<file path="config.mk">
export PLATFORM = sky130hd
export DESIGN_NAME = fc_output_drain
export DESIGN_NICKNAME = d
export VERILOG_FILES = /design/src/rtl/fc_output_drain_pkg.sv /design/src/rtl/fc_output_drain_requant.sv /design/src/rtl/fc_output_drain.sv
export SDC_FILE = /design/constraint.sdc
export NUM_CORES = 1
export LEC_CHECK = 0
export CAP_MARGIN = 5
export CORE_MARGIN = 2
export CORE_UTILIZATION = 35
export CTS_CLUSTER_DIAMETER = 30
export DETAILED_ROUTE_END_ITERATION = 8
export DONT_BUFFER_PORTS = 1
export GPL_TIMING_DRIVEN = 0
export PLACE_DENSITY = 0.49
export SKIP_LAST_GASP = 1
export SYNTH_ARGS = -nofsm -noshare
export SYNTH_HDL_FRONTEND = slang
export SYNTH_SLANG_ARGS = --single-unit
</file>
<file path="constraint.sdc">
create_clock -name clk1 -period 9.2 [get_ports clk1]
set_input_delay 1.38 -clock clk1 [delete_from_list [all_inputs] [get_ports clk1]]
set_output_delay 1.38 -clock clk1 [all_outputs]
set_load 0.02 [all_outputs]
</file>
<file path="src/rtl/fc_output_drain_pkg.sv">
// Shared types and default geometry for the FC output drain.
// Build option FC_RELU_EN (see fc_requant) clamps negative results to zero.
package fc_pkg;

  typedef enum logic [1:0] {
    ST_IDLE = 2'd0,
    ST_RD   = 2'd1,
    ST_WAIT = 2'd2,
    ST_OUT  = 2'd3
  } fc_state_e;

  localparam int FC_TILING_SIZE = 8;
  localparam int FC_KERNEL_SIZE = 4096;
  localparam int FC_ACC_W       = 32;
  localparam int FC_DATA_W      = 16;
  localparam int FC_SHIFT       = 8;

  localparam int KADDR_W   = $clog2(FC_KERNEL_SIZE);
  localparam int NUM_TILES = FC_KERNEL_SIZE / FC_TILING_SIZE;

  // Saturation window for the default output width.
  localparam int SAT_MAX = (1 << (FC_DATA_W - 1)) - 1;
  localparam int SAT_MIN = -(1 << (FC_DATA_W - 1));

  // Counter width that never collapses to zero bits.
  function automatic int cnt_w(input int n);
    return (n <= 1) ? 1 : $clog2(n);
  endfunction

endpackage

</file>
<file path="src/rtl/fc_output_drain_requant.sv">
// Combinational requantizer: bias add, arithmetic shift, optional ReLU, saturate.
// Defining FC_RELU_EN forces negative shifted values to zero.
module fc_requant
  import fc_pkg::*;
#(
  parameter int ACC_W  = FC_ACC_W,
  parameter int DATA_W = FC_DATA_W,
  parameter int SHIFT  = FC_SHIFT
) (
  input  logic [ACC_W-1:0]  i_psum,
  input  logic [ACC_W-1:0]  i_bias,
  output logic [DATA_W-1:0] o_q
);

  localparam logic signed [ACC_W:0] LIM_MAX = (ACC_W+1)'((64'sd1 <<< (DATA_W - 1)) - 64'sd1);
  localparam logic signed [ACC_W:0] LIM_MIN = ~LIM_MAX;

  logic signed [ACC_W:0] w_sum;
  logic signed [ACC_W:0] w_shr;
  logic signed [ACC_W:0] w_rect;

  // One guard bit keeps the bias add from wrapping before the shift.
  assign w_sum = $signed({i_psum[ACC_W-1], i_psum}) + $signed({i_bias[ACC_W-1], i_bias});
  assign w_shr = w_sum >>> SHIFT;

`ifdef FC_RELU_EN
  assign w_rect = w_shr[ACC_W] ? '0 : w_shr;
`else
  assign w_rect = w_shr;
`endif

  always_comb begin
    o_q = w_rect[DATA_W-1:0];
    if (w_rect > LIM_MAX)      o_q = LIM_MAX[DATA_W-1:0];
    else if (w_rect < LIM_MIN) o_q = LIM_MIN[DATA_W-1:0];
  end

endmodule

</file>
<file path="src/rtl/fc_output_drain.sv">
// Drains one captured tile of partial sums lane by lane through bias add and requant.
// ReLU behaviour is selected at build time by FC_RELU_EN.
module fc_output_drain
  import fc_pkg::*;
#(
  parameter int TILING_SIZE = FC_TILING_SIZE,
  parameter int KERNEL_SIZE = FC_KERNEL_SIZE,
  parameter int ACC_W       = FC_ACC_W,
  parameter int DATA_W      = FC_DATA_W,
  parameter int SHIFT       = FC_SHIFT
) (
  input  logic                           clk1,
  input  logic                           rst,
  input  logic                           set_output,
  input  logic [TILING_SIZE*ACC_W-1:0]   psum_in,
  output logic                           bias_rd_en,
  output logic [$clog2(KERNEL_SIZE)-1:0] bias_addr,
  input  logic [ACC_W-1:0]               bias_data,
  output logic                           out_valid,
  input  logic                           out_ready,
  output logic [DATA_W-1:0]              out_data,
  output logic [$clog2(KERNEL_SIZE)-1:0] out_index,
  output logic                           out_last,
  output logic                           frame_done,
  output logic                           busy,
  output logic                           overrun
);

  localparam int KA_W   = $clog2(KERNEL_SIZE);
  localparam int NT     = KERNEL_SIZE / TILING_SIZE;
  localparam int LANE_W = cnt_w(TILING_SIZE);
  localparam int TILE_W = cnt_w(NT);
  localparam logic [LANE_W-1:0] LAST_LANE = LANE_W'(TILING_SIZE - 1);
  localparam logic [TILE_W-1:0] LAST_TILE = TILE_W'(NT - 1);

  fc_state_e r_state, w_state_nxt;

  logic [TILING_SIZE-1:0][ACC_W-1:0] r_psum;
  logic [LANE_W-1:0]                 r_lane;
  logic [TILE_W-1:0]                 r_tile;
  logic [KA_W-1:0]                   r_base;
  logic [DATA_W-1:0]                 r_out_data;
  logic [KA_W-1:0]                   r_out_index;
  logic                              r_frame_done;
  logic                              r_overrun;

  logic                              w_hs;
  logic                              w_last_lane;
  logic                              w_last_tile;
  logic [KA_W-1:0]                   w_idx;
  logic [DATA_W-1:0]                 w_q;

  assign w_last_lane = (r_lane == LAST_LANE);
  assign w_last_tile = (r_tile == LAST_TILE);
  assign w_idx       = r_base + KA_W'(r_lane);
  assign w_hs        = (r_state == ST_OUT) && out_ready;

  fc_requant #(
    .ACC_W  (ACC_W),
    .DATA_W (DATA_W),
    .SHIFT  (SHIFT)
  ) u_requant (
    .i_psum (r_psum[r_lane]),
    .i_bias (bias_data),
    .o_q    (w_q)
  );

  always_comb begin
    w_state_nxt = r_state;
    bias_rd_en  = 1'b0;
    bias_addr   = '0;
    out_valid   = 1'b0;
    out_last    = 1'b0;
    case (r_state)
      ST_IDLE: if (set_output) w_state_nxt = ST_RD;
      ST_RD: begin
        bias_rd_en  = 1'b1;
        bias_addr   = w_idx;
        w_state_nxt = ST_WAIT;
      end
      ST_WAIT: w_state_nxt = ST_OUT;
      ST_OUT: begin
        out_valid = 1'b1;
        out_last  = w_last_lane && w_last_tile;
        if (out_ready) w_state_nxt = w_last_lane ? ST_IDLE : ST_RD;
      end
      default: w_state_nxt = ST_IDLE;
    endcase
  end

  always_ff @(posedge clk1) begin
    if (rst) begin
      r_state      <= ST_IDLE;
      r_psum       <= '0;
      r_lane       <= '0;
      r_tile       <= '0;
      r_base       <= '0;
      r_out_data   <= '0;
      r_out_index  <= '0;
      r_frame_done <= 1'b0;
      r_overrun    <= 1'b0;
    end else begin
      r_state      <= w_state_nxt;
      r_frame_done <= w_hs && w_last_lane && w_last_tile;
      if (r_state == ST_IDLE && set_output) begin
        r_psum <= psum_in;
        r_lane <= '0;
        r_base <= KA_W'(r_tile * TILING_SIZE);
      end
      // A pulse arriving while any lane is still in flight is dropped, not queued.
      if (r_state != ST_IDLE && set_output) r_overrun <= 1'b1;
      if (r_state == ST_WAIT) begin
        r_out_data  <= w_q;
        r_out_index <= w_idx;
      end
      if (w_hs) begin
        if (w_last_lane) r_tile <= w_last_tile ? '0 : r_tile + 1'b1;
        else             r_lane <= r_lane + 1'b1;
      end
    end
  end

  assign out_data   = r_out_data;
  assign out_index  = r_out_index;
  assign frame_done = r_frame_done;
  assign busy       = (r_state != ST_IDLE);
  assign overrun    = r_overrun;

endmodule

</file>
==> reports/qor.yml <==
clock_tree:
  cts_made_buffers: 78
  clk_latency_ns: 0.59
  clk_pin_slew_ns: 0.05
  cts_sinks: 309
  root_buffer: "clkbuf_16"
  cts_setup_buffers: 0
  cts_buffer_depth: 3
  hold_buffers: 0
  ctsResizeCount: 0
  cts_tree: "done"
  htree_num_levels: 3
sta:
  fmax_mhz: 141.2
  layout_min_cycle_time_ns: 7.082
  skew_ns: 0.01834
  rsz0062_at_grt: "no"
  tns_ns: 0
  setup_violations: 0
  hold_viol: 0
  worstMarginPinSlew_ns: 1.143
  whs_ns: 0.4487
  fin_crit_sh_pct: 76.98
  max-slew-margin-rel_pct: 23.82
  drv_slew: 0
floorplan:
  ios: 338
  num_rows: 75
  core_um2: 41850
  die_y_um: 209.5
  initial_core_util_pct: 35.31
  fp.dieW_um: 209.5
  dieArea_um2: 43880
yosys:
  yosysSeqAreaShare_pct: 41.86
  synth_top_area_share_pct: 41.86
  netlist_instances: 1785
  syn-num-nets: 2116
  syn_area_per_cell_um2: 8.279
  synth_edf_count: 0
  ys_ff_latch: 309
  synth_async_sr_flop_share_pct: 0
  yosys_warnings: 0
  synth_area_um2: 14780
  synth_ff_type: "dfxtp_1"
  synth_top_area_cell: "dfxtp_1"
  synthTopCellsByArea: "dfxtp_1 (42%), nand2_1 (15%), a21oi_1 (10%)"
  synth_cell_types: 70
job:
  cap_violations: 0
global_routing:
  grt_pass1_wl_um: 82520
  antenna_found_initial: 11
  grt-ovfl-total: 0
  grt_pass1_vias: 13480
  grt_usage_pct: 25.42
  grt_start_max_net_pins: 11
placement:
  hpwl_um: 44370
  gp_congestion: 0.8773
  numPortBuffers: 0
  place_inst: 2324
critical_path:
  critPathMaxFanout: 10
  start_kind: "flip-flop"
  crit_path_end_kind: "flip-flop"
  worstPathRequired_ns: 9.68
  reg2reg_slack_ns: 2.12
  crit_arrival_ns: 7.56
  worstSetupPathType: "reg2reg"
finish:
  drive_gt1_share_pct: 13.22
  areaGrowthSynthToFinish_pct: 23.22
  fin_util_pct: 43.51
  instances_no_fill: 2473
  final_nets: 2196
pwr:
  p_per_area_nw_per_um2: 322.0
  p_leak_nw: 6.792
  peakVddDrop_v: 0.0001649
detailed_routing:
  drt_iter0_markers: 671
  dr.pass1.iters: 7
  vias_per_cell: 5.309
  avgRoutedWirePerCell_um: 22.68
  drt-total-wl_um: 56080
  vias: 13130
  drc: 0
  ant_nets: 0
status:
  status: "complete, no violations"
min_path:
  hold_class: "reg2reg"
[sequential cells by signal, indices dropped and copies added (netlist names)]
signal / count
r_psum: 256
out_data: 16
out_index: 12
r_base: 9
r_tile: 9
r_lane: 3
r_state: 2
frame_done: 1
overrun: 1
[logic make-up after synthesis]
logic type / count (synthesis) / synth area share, %
and+or+nand+nor: 759 / 21.07
AOI/OAI and AO/OA: 400 / 15.32
DFF: 309 / 41.86
buffers and inverters: 140 / 3.776
muxes: 115 / 13.31
adders and majority gates: 39 / 3.302
xor gates and xnor gates: 23 / 1.363
[where the power goes]
group	internal [mW]	total, mW	leakage (nW)	switching [mW]
clock	1.98	2.82	1.35	0.835
combinational	0.442	1.33	2.92	0.889
sequential	1.56	1.72	2.53	0.153
[path summary, 6_finish.rpt]
path | endpoint | from | cells after the start
min reg2reg | r_psum[34] | r_psum[34] | 2
min | r_psum[34] | r_psum[34] | 2
max | out_data[12] | r_lane[0] | 17
max reg2reg | out_data[12] | r_lane[0] | 17
[critical path, stage by stage, from the launching register on]
cell and delay (ns):
dfxtp_1 0.35, buf_2 0.31, buf_1 0.64, buf_1 0.91
mux4_2 0.67, mux2_2 0.32, ha_1 0.39, nand3_1 0.11
nor3_1 0.64, nand4b_1 0.41, and3b_1 0.37, o21a_1 0.22
nor4_1 0.36, nand4_1 0.19, or4_1 0.43, o21a_1 0.19
buf_6 0.14, o41ai_2 0.28
[synth_stat cells, types with 6 or more instances]
master,count
dfxtp_1,309
and2_1,16
inv_1,10
mux4_2,62
mux2i_1,21
o21bai_1,6
xnor2_1,11
a21oi_1,303
xor2_1,12
ha_1,39
o2bb2ai_1,8
mux2_2,32
buf_1,11
a21o_1,10
clkbuf_1,110
o21ai_0,22
nand4_1,13
o21a_1,6
nand2_1,586
nor3_1,10
nor2b_1,6
nor2_1,71
and3_1,6
a211oi_1,9
nand3_1,21
[through the flow]
step | total power [mW] | setup WS, ns | cell area (um2)
2_1_floorplan | 2.626 | 4.058 | 14780
6_report | 5.864 | 2.118 | 18210
5_1_grt | 6.144 | 1.768 | 18200
3_5_place_dp | 3.071 | 2.111 | 15450
3_3_place_gp | 3.048 | 2.092 | 15450
4_1_cts | 5.903 | 2.051 | 18200
[placed cells by master, fill, tap and decap left out, types with 16 or more instances in the layout]
cell,count
nand2_1,586
dfxtp_1,309
a21oi_1,303
clkbuf_1,124
clkbuf_16,81
nor2_1,71
mux4_2,62
ha_1,39
mux2_2,32
o21ai_0,22
nand3_1,21
mux2i_1,21
clkbuf_8,21
and2_1,16
[per-layer routing]
metal	vias to the layer above	track usage [%]	part of all wire, %	routed length [um]
met1	6287	30.68	41	23090
met3	99	8.634	8.2	4609
met4	14	7.704	2.4	1367
met2	393	42.87	48	26910
met5	-	0	0.18	103
li1	6337	-	-	-
[cell type report]
cell class,count,area (um2)
clock inverters,29,389.1
plain buffers,130,520.5
flip-flops and latches,309,6186
inverters,10,37.54
multi-input cells,1336,8034
fillers,4231,23640
well taps,539,674.4
diodes,5,12.51
clock buffers,115,2355
Power figures use the tool's default switching activity.
